--- src/rtl/serial_deser_sync_if.sv ---
// serial_deser_sync_if: serial input, word output and status bundle for
// serial_deser_sync. The master side feeds bits and acknowledges words;
// the slave side is the deserializer.
interface serial_deser_sync_if #(
  parameter int unsigned WIDTH = 8
);
  logic             bit_in;
  logic             bit_valid;
  logic             out_ack;
  logic [WIDTH-1:0] out_data;
  logic             out_valid;
  logic             locked;
  logic             overrun;
  logic [7:0]       word_cnt;

  modport master (
    output bit_in, bit_valid, out_ack,
    input  out_data, out_valid, locked, overrun, word_cnt
  );

  modport slave (
    input  bit_in, bit_valid, out_ack,
    output out_data, out_valid, locked, overrun, word_cnt
  );
endinterface

--- src/rtl/serial_deser_sync.sv ---
// serial_deser_sync: frame-synchronising serial-to-parallel converter.
// Hunts for the WIDTH-bit SYNC pattern (MSB-first), then shifts in data bits
// MSB-first and presents completed words on a valid/ack handshake with a
// sticky overrun flag and a modulo-256 loaded-word counter.
// Optional feature macro: SERDES_CONT_EN
//   defined   -> continuous mode, stays locked after each word
//   undefined -> single-word mode, every word needs its own SYNC
module serial_deser_sync #(
  parameter int unsigned           WIDTH = 8,
  parameter logic [WIDTH-1:0]      SYNC  = WIDTH'(8'hA5)
) (
  input  logic                     clk,
  input  logic                     Reset,
  input  logic                     sync_clr,
  serial_deser_sync_if.slave       bus
);

  localparam int unsigned FW = $clog2(WIDTH + 1);
  localparam int unsigned BW = (WIDTH > 2) ? $clog2(WIDTH) : 1;

  localparam logic [FW-1:0] FILL_MAX = FW'(WIDTH);
  localparam logic [FW-1:0] FILL_THR = FW'(WIDTH - 1);
  localparam logic [BW-1:0] BIT_LAST = BW'(WIDTH - 1);

  typedef enum logic {
    S_HUNT,
    S_COLLECT
  } state_t;

  state_t           r_state;
  logic [WIDTH-1:0] r_sr;
  logic [FW-1:0]    r_fill;
  logic [BW-1:0]    r_bitcnt;
  logic [WIDTH-1:0] r_out_data;
  logic             r_out_valid;
  logic             r_locked;
  logic             r_overrun;
  logic [7:0]       r_word_cnt;

  logic [WIDTH-1:0] w_next_sr;
  logic             w_sync_hit;
  logic             w_word_done;

  // Candidate shift-register contents and the two events they can produce
  always_comb begin
    w_next_sr   = {r_sr[WIDTH-2:0], bus.bit_in};
    w_sync_hit  = bus.bit_valid && (r_state == S_HUNT) &&
                  (r_fill >= FILL_THR) && (w_next_sr == SYNC);
    w_word_done = bus.bit_valid && (r_state == S_COLLECT) &&
                  (r_bitcnt == BIT_LAST);
  end

  // Sync-hunt / collect FSM with registered handshake and status outputs
  always_ff @(posedge clk or negedge Reset) begin
    if (!Reset) begin
      r_state     <= S_HUNT;
      r_sr        <= '0;
      r_fill      <= '0;
      r_bitcnt    <= '0;
      r_out_data  <= '0;
      r_out_valid <= 1'b0;
      r_locked    <= 1'b0;
      r_overrun   <= 1'b0;
      r_word_cnt  <= '0;
    end else if (sync_clr) begin
      r_state     <= S_HUNT;
      r_sr        <= '0;
      r_fill      <= '0;
      r_bitcnt    <= '0;
      r_out_data  <= '0;
      r_out_valid <= 1'b0;
      r_locked    <= 1'b0;
      r_overrun   <= 1'b0;
      r_word_cnt  <= '0;
    end else begin
      if (bus.bit_valid) begin
        r_sr <= w_next_sr;
        case (r_state)
          S_HUNT: begin
            if (r_fill != FILL_MAX) begin
              r_fill <= r_fill + FW'(1);
            end
            if (w_sync_hit) begin
              r_state  <= S_COLLECT;
              r_locked <= 1'b1;
              r_bitcnt <= '0;
            end
          end
          S_COLLECT: begin
            if (r_bitcnt == BIT_LAST) begin
              r_bitcnt <= '0;
`ifdef SERDES_CONT_EN
              r_state  <= S_COLLECT;
`else
              // Back to hunting; fill restarts so stale data cannot fake a SYNC
              r_state  <= S_HUNT;
              r_locked <= 1'b0;
              r_fill   <= '0;
`endif
            end else begin
              r_bitcnt <= r_bitcnt + BW'(1);
            end
          end
          default: begin
            r_state  <= S_HUNT;
            r_locked <= 1'b0;
          end
        endcase
      end

      // Output stage: completion with free slot loads, otherwise drop and flag
      if (w_word_done) begin
        if (!r_out_valid || bus.out_ack) begin
          r_out_data  <= w_next_sr;
          r_out_valid <= 1'b1;
          r_word_cnt  <= r_word_cnt + 8'd1;
        end else begin
          r_overrun   <= 1'b1;
        end
      end else if (r_out_valid && bus.out_ack) begin
        r_out_valid <= 1'b0;
      end
    end
  end

  assign bus.out_data  = r_out_data;
  assign bus.out_valid = r_out_valid;
  assign bus.locked    = r_locked;
  assign bus.overrun   = r_overrun;
  assign bus.word_cnt  = r_word_cnt;

endmodule

--- src/flat_wrapper.sv ---
// flat-port wrapper written by rule: the top's interface ports become plain ports
module serial_deser_sync_flat 
#(
  parameter int unsigned           WIDTH = 8,
  parameter logic [WIDTH-1:0]      SYNC  = WIDTH'(8'hA5)
)
  (clk, Reset, sync_clr, bus_bit_in, bus_bit_valid, bus_out_ack, bus_out_data, bus_out_valid, bus_locked, bus_overrun, bus_word_cnt);
  serial_deser_sync_if #(.WIDTH(WIDTH)) bus_i ();
  input  logic clk;
  input  logic Reset;
  input  logic sync_clr;
  input wire logic [$bits(bus_i.bit_in)-1:0] bus_bit_in;
  input wire logic [$bits(bus_i.bit_valid)-1:0] bus_bit_valid;
  input wire logic [$bits(bus_i.out_ack)-1:0] bus_out_ack;
  output wire logic [$bits(bus_i.out_data)-1:0] bus_out_data;
  output wire logic [$bits(bus_i.out_valid)-1:0] bus_out_valid;
  output wire logic [$bits(bus_i.locked)-1:0] bus_locked;
  output wire logic [$bits(bus_i.overrun)-1:0] bus_overrun;
  output wire logic [$bits(bus_i.word_cnt)-1:0] bus_word_cnt;
  assign bus_i.bit_in = bus_bit_in;
  assign bus_i.bit_valid = bus_bit_valid;
  assign bus_i.out_ack = bus_out_ack;
  assign bus_out_data = bus_i.out_data;
  assign bus_out_valid = bus_i.out_valid;
  assign bus_locked = bus_i.locked;
  assign bus_overrun = bus_i.overrun;
  assign bus_word_cnt = bus_i.word_cnt;
  serial_deser_sync #(.WIDTH(WIDTH), .SYNC(SYNC)) u_core (.clk(clk), .Reset(Reset), .sync_clr(sync_clr), .bus(bus_i));
endmodule
--- config.mk ---
export PLATFORM = sky130hd
export DESIGN_NAME = serial_deser_sync_flat
export DESIGN_NICKNAME = d
export VERILOG_FILES = /design/src/rtl/serial_deser_sync_if.sv /design/src/rtl/serial_deser_sync.sv /design/src/flat_wrapper.sv
export SDC_FILE = /design/constraint.sdc
export NUM_CORES = 1
export LEC_CHECK = 0
export CORE_MARGIN = 2
export CORE_UTILIZATION = 40
export CTS_BUF_LIST = sky130_fd_sc_hd__clkbuf_16
export CTS_CLUSTER_SIZE = 25
export DETAILED_ROUTE_END_ITERATION = 8
export SETUP_SLACK_MARGIN = 0.1
export SYNTH_ARGS = -nofsm -noshare
export SYNTH_HDL_FRONTEND = slang
export SYNTH_SLANG_ARGS = --single-unit
--- constraint.sdc ---
create_clock -name clk -period 5.5 [get_ports clk]
set_input_delay 1.1 -clock clk [delete_from_list [all_inputs] [get_ports clk]]
set_output_delay 1.1 -clock clk [all_outputs]
set_load 0.05 [all_outputs]
==> results.cfg, run 1 <==
[critical_path]
cp.arrival_ns = 3.24
worstRegToRegCells = 4
worst_setup_path_end_kind = register
crit_family = simple AND/OR/NAND/NOR gates
slowest_delay_ns = 0.82
cp_max_fo = 13
cp.required_ns = 5.70
worst-path-buf-inv = 1
cp-start-kind = primary input
crit_chain = clkdlybuf4s50_1 > and3_1 > nand4_1 > or3_1 > a21oi_1
setup.worst_path.class = primary input to register
crit_cells = 5
cp_slowest_cell = clkdlybuf4s50_1

[sta]
setup_viol = 0
tightest_slew_ns = 0.560
rsz0062_at_grt = no
min_period_ns = 3.04
fin_skew_ns = 0.00416
maxSlewHeadroom = 0.625
max_freq_mhz = 329
whs_ns = 0.521
fin_crit_sh = 0.553
maxSlewViolCount = 0
setup-tns-final_ns = 0
final_hold_viol_count = 0

[power_and_ir_drop]
switching_share = 0.209
p_int_w = 0.000425
cellLeakagePower_nw = 0.889
combPwrFrac = 0.043
total_power_w = 0.000537
p_per_area_nw_per_um2 = 266
p_seq_frac = 0.474
ir_drop_mv = 0.166
p_switching_w = 0.000113
clkPwrFrac = 0.483

[placement]
dp.cells = 227
globalplace.congestion = 0.736
numPortBuffers = 24
dpl.hpwl_um = 2140

[worst_hold_path]
hold_depth = 2
hp-class = register to register

[clocking]
cts_root_buf = clkbuf_16
clkSlewWorstSetupHoldPaths_ns = 0.05
numCtsBuffers = 5
post-cts-setup-buffer-count = 0
cts_resized = 0
clk-insertion-delay-late_ns = 0.27
hold_buffers = 0
clockBufferDepth = 2
cts_tree = yes
h-tree-depth = 2
cts.sinks = 34

[logic_synthesis]
synth_area_per_cell_um2 = 10.0
netlist_top_cells_area = dfrtp_1 53%, a21oi_1 5.9%, nand2_1 5.8%
netlist_top_cells_count = 34 x dfrtp_1, 25 x nand2_1, 19 x a21oi_1, 13 x nor2_1, 6 x mux2i_1
synth_top_cell_by_area = dfrtp_1
async_flop_share = 1.00
ys_ff_latch = 34
ys_warn_count = 0
syn_area_um2 = 1610
synth_top_area_frac = 0.529
synth_cells = 160
synth.distinct_cells = 33
synth-main-ff-cell = dfrtp_1
yosysSeqAreaShare = 0.529
synth.most_common_cell = dfrtp_1
synth-edff-count = 0
syn_nets = 171

[grt]
grt_pass1_vias = 1168
groute.usage.overall = 0.163
grt_max_degree = 36
grt_pass1_wl_um = 5350
overflow = 0
grt_antenna_before_repair = 0

[die]
rows = 23
ios = 25
core_area_um2 = 3940
dieArea_um2 = 4540
start_util = 0.408
dieHeight_um = 67.4
die_w_um = 67.4

[finish]
stdcell_count = 235
ff_latch_area_um2 = 851
drive_gt1_frac = 0.0757
multi_input_area_um2 = 697
nNetsFinal = 195
syn_to_final_growth_pct = 25.8
diodes = 0
n_fill_cell = 356

[drt]
firstDrtPassIters = 4
drtAntennaViolNets = 0
viasPerCell = 5.14
drt_iter0_drc = 120
totalWireLength_um = 3170
vias = 1207
drc = 0
wl_per_cell_um = 13.5

[job]
cap_violations = 0

[status]
run_status = finished clean
## path summary, 6_finish.rpt
check	startpoint	to	slack, ns
worst max-delay path	bus_bit_valid	u_core.bus.word_cnt[5]$_DFFE_PN0P_	2.46
min in group asynchronous	Reset	u_core.r_bitcnt[2]$_DFFE_PN0P_	1.24
worst min register to register	u_core.bus.out_data[2]$_DFFE_PN0P_	u_core.bus.out_data[2]$_DFFE_PN0P_	0.52
worst min-delay path	u_core.bus.out_data[2]$_DFFE_PN0P_	u_core.bus.out_data[2]$_DFFE_PN0P_	0.52
max in group asynchronous	Reset	u_core.r_fill[2]$_DFFE_PN0P_	3.95
worst max register to register	u_core.r_state$_DFFE_PN0P_	u_core.r_bitcnt[0]$_DFFE_PN0P_	3.44
## metrics by stage
step	instance area, µm²	setup WS (ns)	util
2_1_floorplan	1610	3.07	-
3_3_place_gp	1880	2.26	0.478
3_5_place_dp	1880	2.18	0.478
4_1_cts	2020	2.46	0.513
5_1_grt	2020	2.30	0.513
6_report	2020	2.46	0.513
## power by group through the flow
stage / sequential, W / clock (W) / combinational (W)
floorplan: 0.000258 / 0 / 0.0000124
CTS: 0.000255 / 0.000267 / 0.0000239
global placement: 0.000259 / 0 / 0.0000233
global route: 0.000255 / 0.000278 / 0.0000266
detailed placement: 0.000259 / 0 / 0.0000238
finish: 0.000255 / 0.000259 / 0.0000233
## per-layer routing
layer,vias to the layer above,track usage,routed length (µm),part of all wire
li1,601,-,-,-
met1,585,0.198,1480,0.47
met2,19,0.259,1550,0.49
met3,2,0.0567,106,0.033
met4,0,0.0791,30,0.0095
met5,-,0,0,0
## cells by family (layout without fill, tap and decap cells)
group                      Yosys count  after routing  synth area share
AOI/OAI and AO/OA                   26             26            0.0864
buffers and inverters               14             39            0.0373
adders and majority gates            5              5            0.0389
DFF                                 34             34             0.529
and+or+nand+nor                     68             68             0.221
xor gates and xnor gates             4              4            0.0218
muxes                                9              9            0.0654
## cell usage in the layout, fill, tap and decap left out, types with 2 or more instances in the layout
| cell type | instances |
|---|---|
| mux2i_1 | 6 |
| xor2_1 | 3 |
| buf_4 | 2 |
| or3_1 | 5 |
| and3b_1 | 2 |
| clkbuf_16 | 5 |
| and2_1 | 3 |
| nor2_1 | 13 |
| inv_1 | 5 |
| nor3_1 | 3 |
| nand2_1 | 25 |
| nand3_1 | 2 |
| ha_1 | 5 |
| a21oi_1 | 19 |
| dfrtp_1 | 34 |
| nand2b_1 | 2 |
| nand4_1 | 4 |
| clkdlybuf4s50_1 | 24 |
| o21ai_1 | 4 |
| or4b_1 | 2 |
| mux2_4 | 3 |
## state kept, by name (all words and copies together), names as in the netlist
signal / flops
u_core.bus.out_data: 8
u_core.bus.word_cnt: 8
u_core.r_sr: 7
u_core.r_fill: 4
u_core.r_bitcnt: 3
u_core.bus.locked: 1
u_core.bus.out_valid: 1
u_core.bus.overrun: 1
u_core.r_state: 1
## worst min-delay path: cells and delay by family (launching register included)
kind / cells / cell delay [ns]
AND/OR/NAND/NOR: 1 / 0.06
AO/OA/AOI/OAI: 1 / 0.06
flip-flops: 1 / 0.37
## area by class of cell
type / instances / area share
clock buffer: 5 / 0.0619
clock inverter: 3 / 0.00619
inverter: 5 / 0.00928
multi-input combinational: 112 / 0.345
sequential: 34 / 0.421
tap: 50 / 0.0309
timing repair buffer: 26 / 0.126
Note: power is estimated with default switching activity, not from simulation.
==> run 2: changes to the inputs <==
==> constraint.sdc (replaced) <==
create_clock -name clk -period 3 [get_ports clk]
set_input_delay 0.6 -clock clk [delete_from_list [all_inputs] [get_ports clk]]
set_output_delay 0.6 -clock clk [all_outputs]
set_load 0.05 [all_outputs]
==> run 2 against run 1 <==
Effect of this change: clock power up 85%; setup slack worse by 1.7 ns; die area did not move; first-iteration DRC count decreased by 57%.
==> results.cfg, run 2 (synthesized netlist as in run 1, its figures left out) <==
[finish]
drive_gt1_frac = 0.0856
syn_to_final_growth_pct = 26.7
final_common_cell = dfrtp_1
fin_util = 0.517
nNetsFinal = 197
fin_area_um2 = 2040
n_fill_cell = 355
diodes = 0
final_cell_mix = 34 x dfrtp_1, 25 x nand2_1, 24 x clkdlybuf4s50_1, 19 x a21oi_1, 13 x nor2_1

[drt]
wl_per_cell_um = 13.7
totalWireLength_um = 3250
vias = 1251
firstDrtPassIters = 5
viasPerCell = 5.28
drc = 0
drt_iter0_drc = 52
drtAntennaViolNets = 0

[job]
cap_violations = 0

[clocking]
post-cts-setup-buffer-count = 0
hold_buffers = 0
cts.sinks = 34
cts_root_buf = clkbuf_16
clkSlewWorstSetupHoldPaths_ns = 0.05
numCtsBuffers = 5
cts_tree = yes
clockBufferDepth = 2
h-tree-depth = 2
clk-insertion-delay-late_ns = 0.28
cts_resized = 0

[critical_path]
cp.arrival_ns = 2.42
cp_max_fo = 3
cp.required_ns = 3.16
setup.worst_path.class = primary input to register
worst_setup_path_end_kind = register
cp-start-kind = primary input

[sta]
final_hold_viol_count = 0
tightest_slew_ns = 0.521
setup_viol = 0
max_freq_mhz = 442
fin_skew_ns = 0.00314
rsz0062_at_grt = no
setup-tns-final_ns = 0
maxSlewHeadroom = 0.652
fin_crit_sh = 0.754
min_period_ns = 2.26
maxSlewViolCount = 0
whs_ns = 0.498

[power_and_ir_drop]
p_per_area_nw_per_um2 = 486
cellLeakagePower_nw = 0.900
ir_drop_mv = 0.299

[grt]
groute.usage.overall = 0.169
overflow = 0
grt_pass1_vias = 1216
grt_pass1_wl_um = 5490
grt_max_degree = 35
grt_antenna_before_repair = 0

[placement]
placed_area_um2 = 1900
globalplace.congestion = 0.809
dpl.hpwl_um = 2310
numPortBuffers = 24

[status]
run_status = finished clean

[die]
start_util = 0.408
dieArea_um2 = 4540
rows = 23
ios = 25
die_w_um = 67.4
core_area_um2 = 3940
dieHeight_um = 67.4

[worst_hold_path]
hp-class = register to register
run 2: cell types whose count changed in the layout (fill, tap and decap cells not counted):
cell	previous run	this run
buf_4	2	4
run 2: where the power goes:
group          internal (W)  switching (W)  leakage, nW  total [W]
clock              0.000299       0.000179       0.0724   0.000478
sequential         0.000463     0.00000407        0.473   0.000467
combinational     0.0000175      0.0000265        0.354  0.0000440
run 2: path summary, 6_finish.rpt:
path / startpoint / to / slack, ns / cells after the start
setup / recovery: bus_bit_in / u_core.r_bitcnt[2]$_DFFE_PN0P_ / 0.74 / 5
hold reg to reg: u_core.bus.overrun$_DFFE_PN0P_ / u_core.bus.overrun$_DFFE_PN0P_ / 0.50 / 2
max in group asynchronous: Reset / u_core.r_fill[1]$_DFFE_PN0P_ / 1.96 / 2
min in group asynchronous: Reset / u_core.bus.out_valid$_DFFE_PN0P_ / 0.73 / 2
setup reg to reg: u_core.r_state$_DFFE_PN0P_ / u_core.r_bitcnt[2]$_DFFE_PN0P_ / 0.93 / 4
hold / removal: u_core.bus.overrun$_DFFE_PN0P_ / u_core.bus.overrun$_DFFE_PN0P_ / 0.50 / 2
run 2: per-layer routing:
layer  wire length, µm  track usage  vias to the layer above
li1                  -            -                      599
met1              1440        0.205                      609
met2              1550        0.265                       35
met3               156       0.0400                        8
met4                97        0.115                        0
met5                 0            0                        -
run 2: final cells by class:
cell class | instances | area, µm² | area share
Clock buffer | 5 | 125 | 0.0614
Clock inverter | 3 | 12.5 | 0.00614
Inverter | 5 | 18.8 | 0.00921
Multi-Input combinational cell | 112 | 697 | 0.342
Sequential cell | 34 | 851 | 0.418
Tap cell | 50 | 62.6 | 0.0307
Timing Repair Buffer | 28 | 270 | 0.133
run 2: critical path: stages:
cell,delay [ns]
clkdlybuf4s50_1,0.50
or4b_1,0.46
nor4_2,0.34
a211o_2,0.22
mux2_4,0.31
run 2: per-stage QoR:
step	power, W	cells	setup WS [ns]
2_1_floorplan	0.000496	160	1.07
3_3_place_gp	0.000518	229	0.494
3_5_place_dp	0.000520	229	0.441
4_1_cts	0.00101	237	0.729
5_1_grt	0.00102	237	0.603
6_report	0.000989	237	0.737
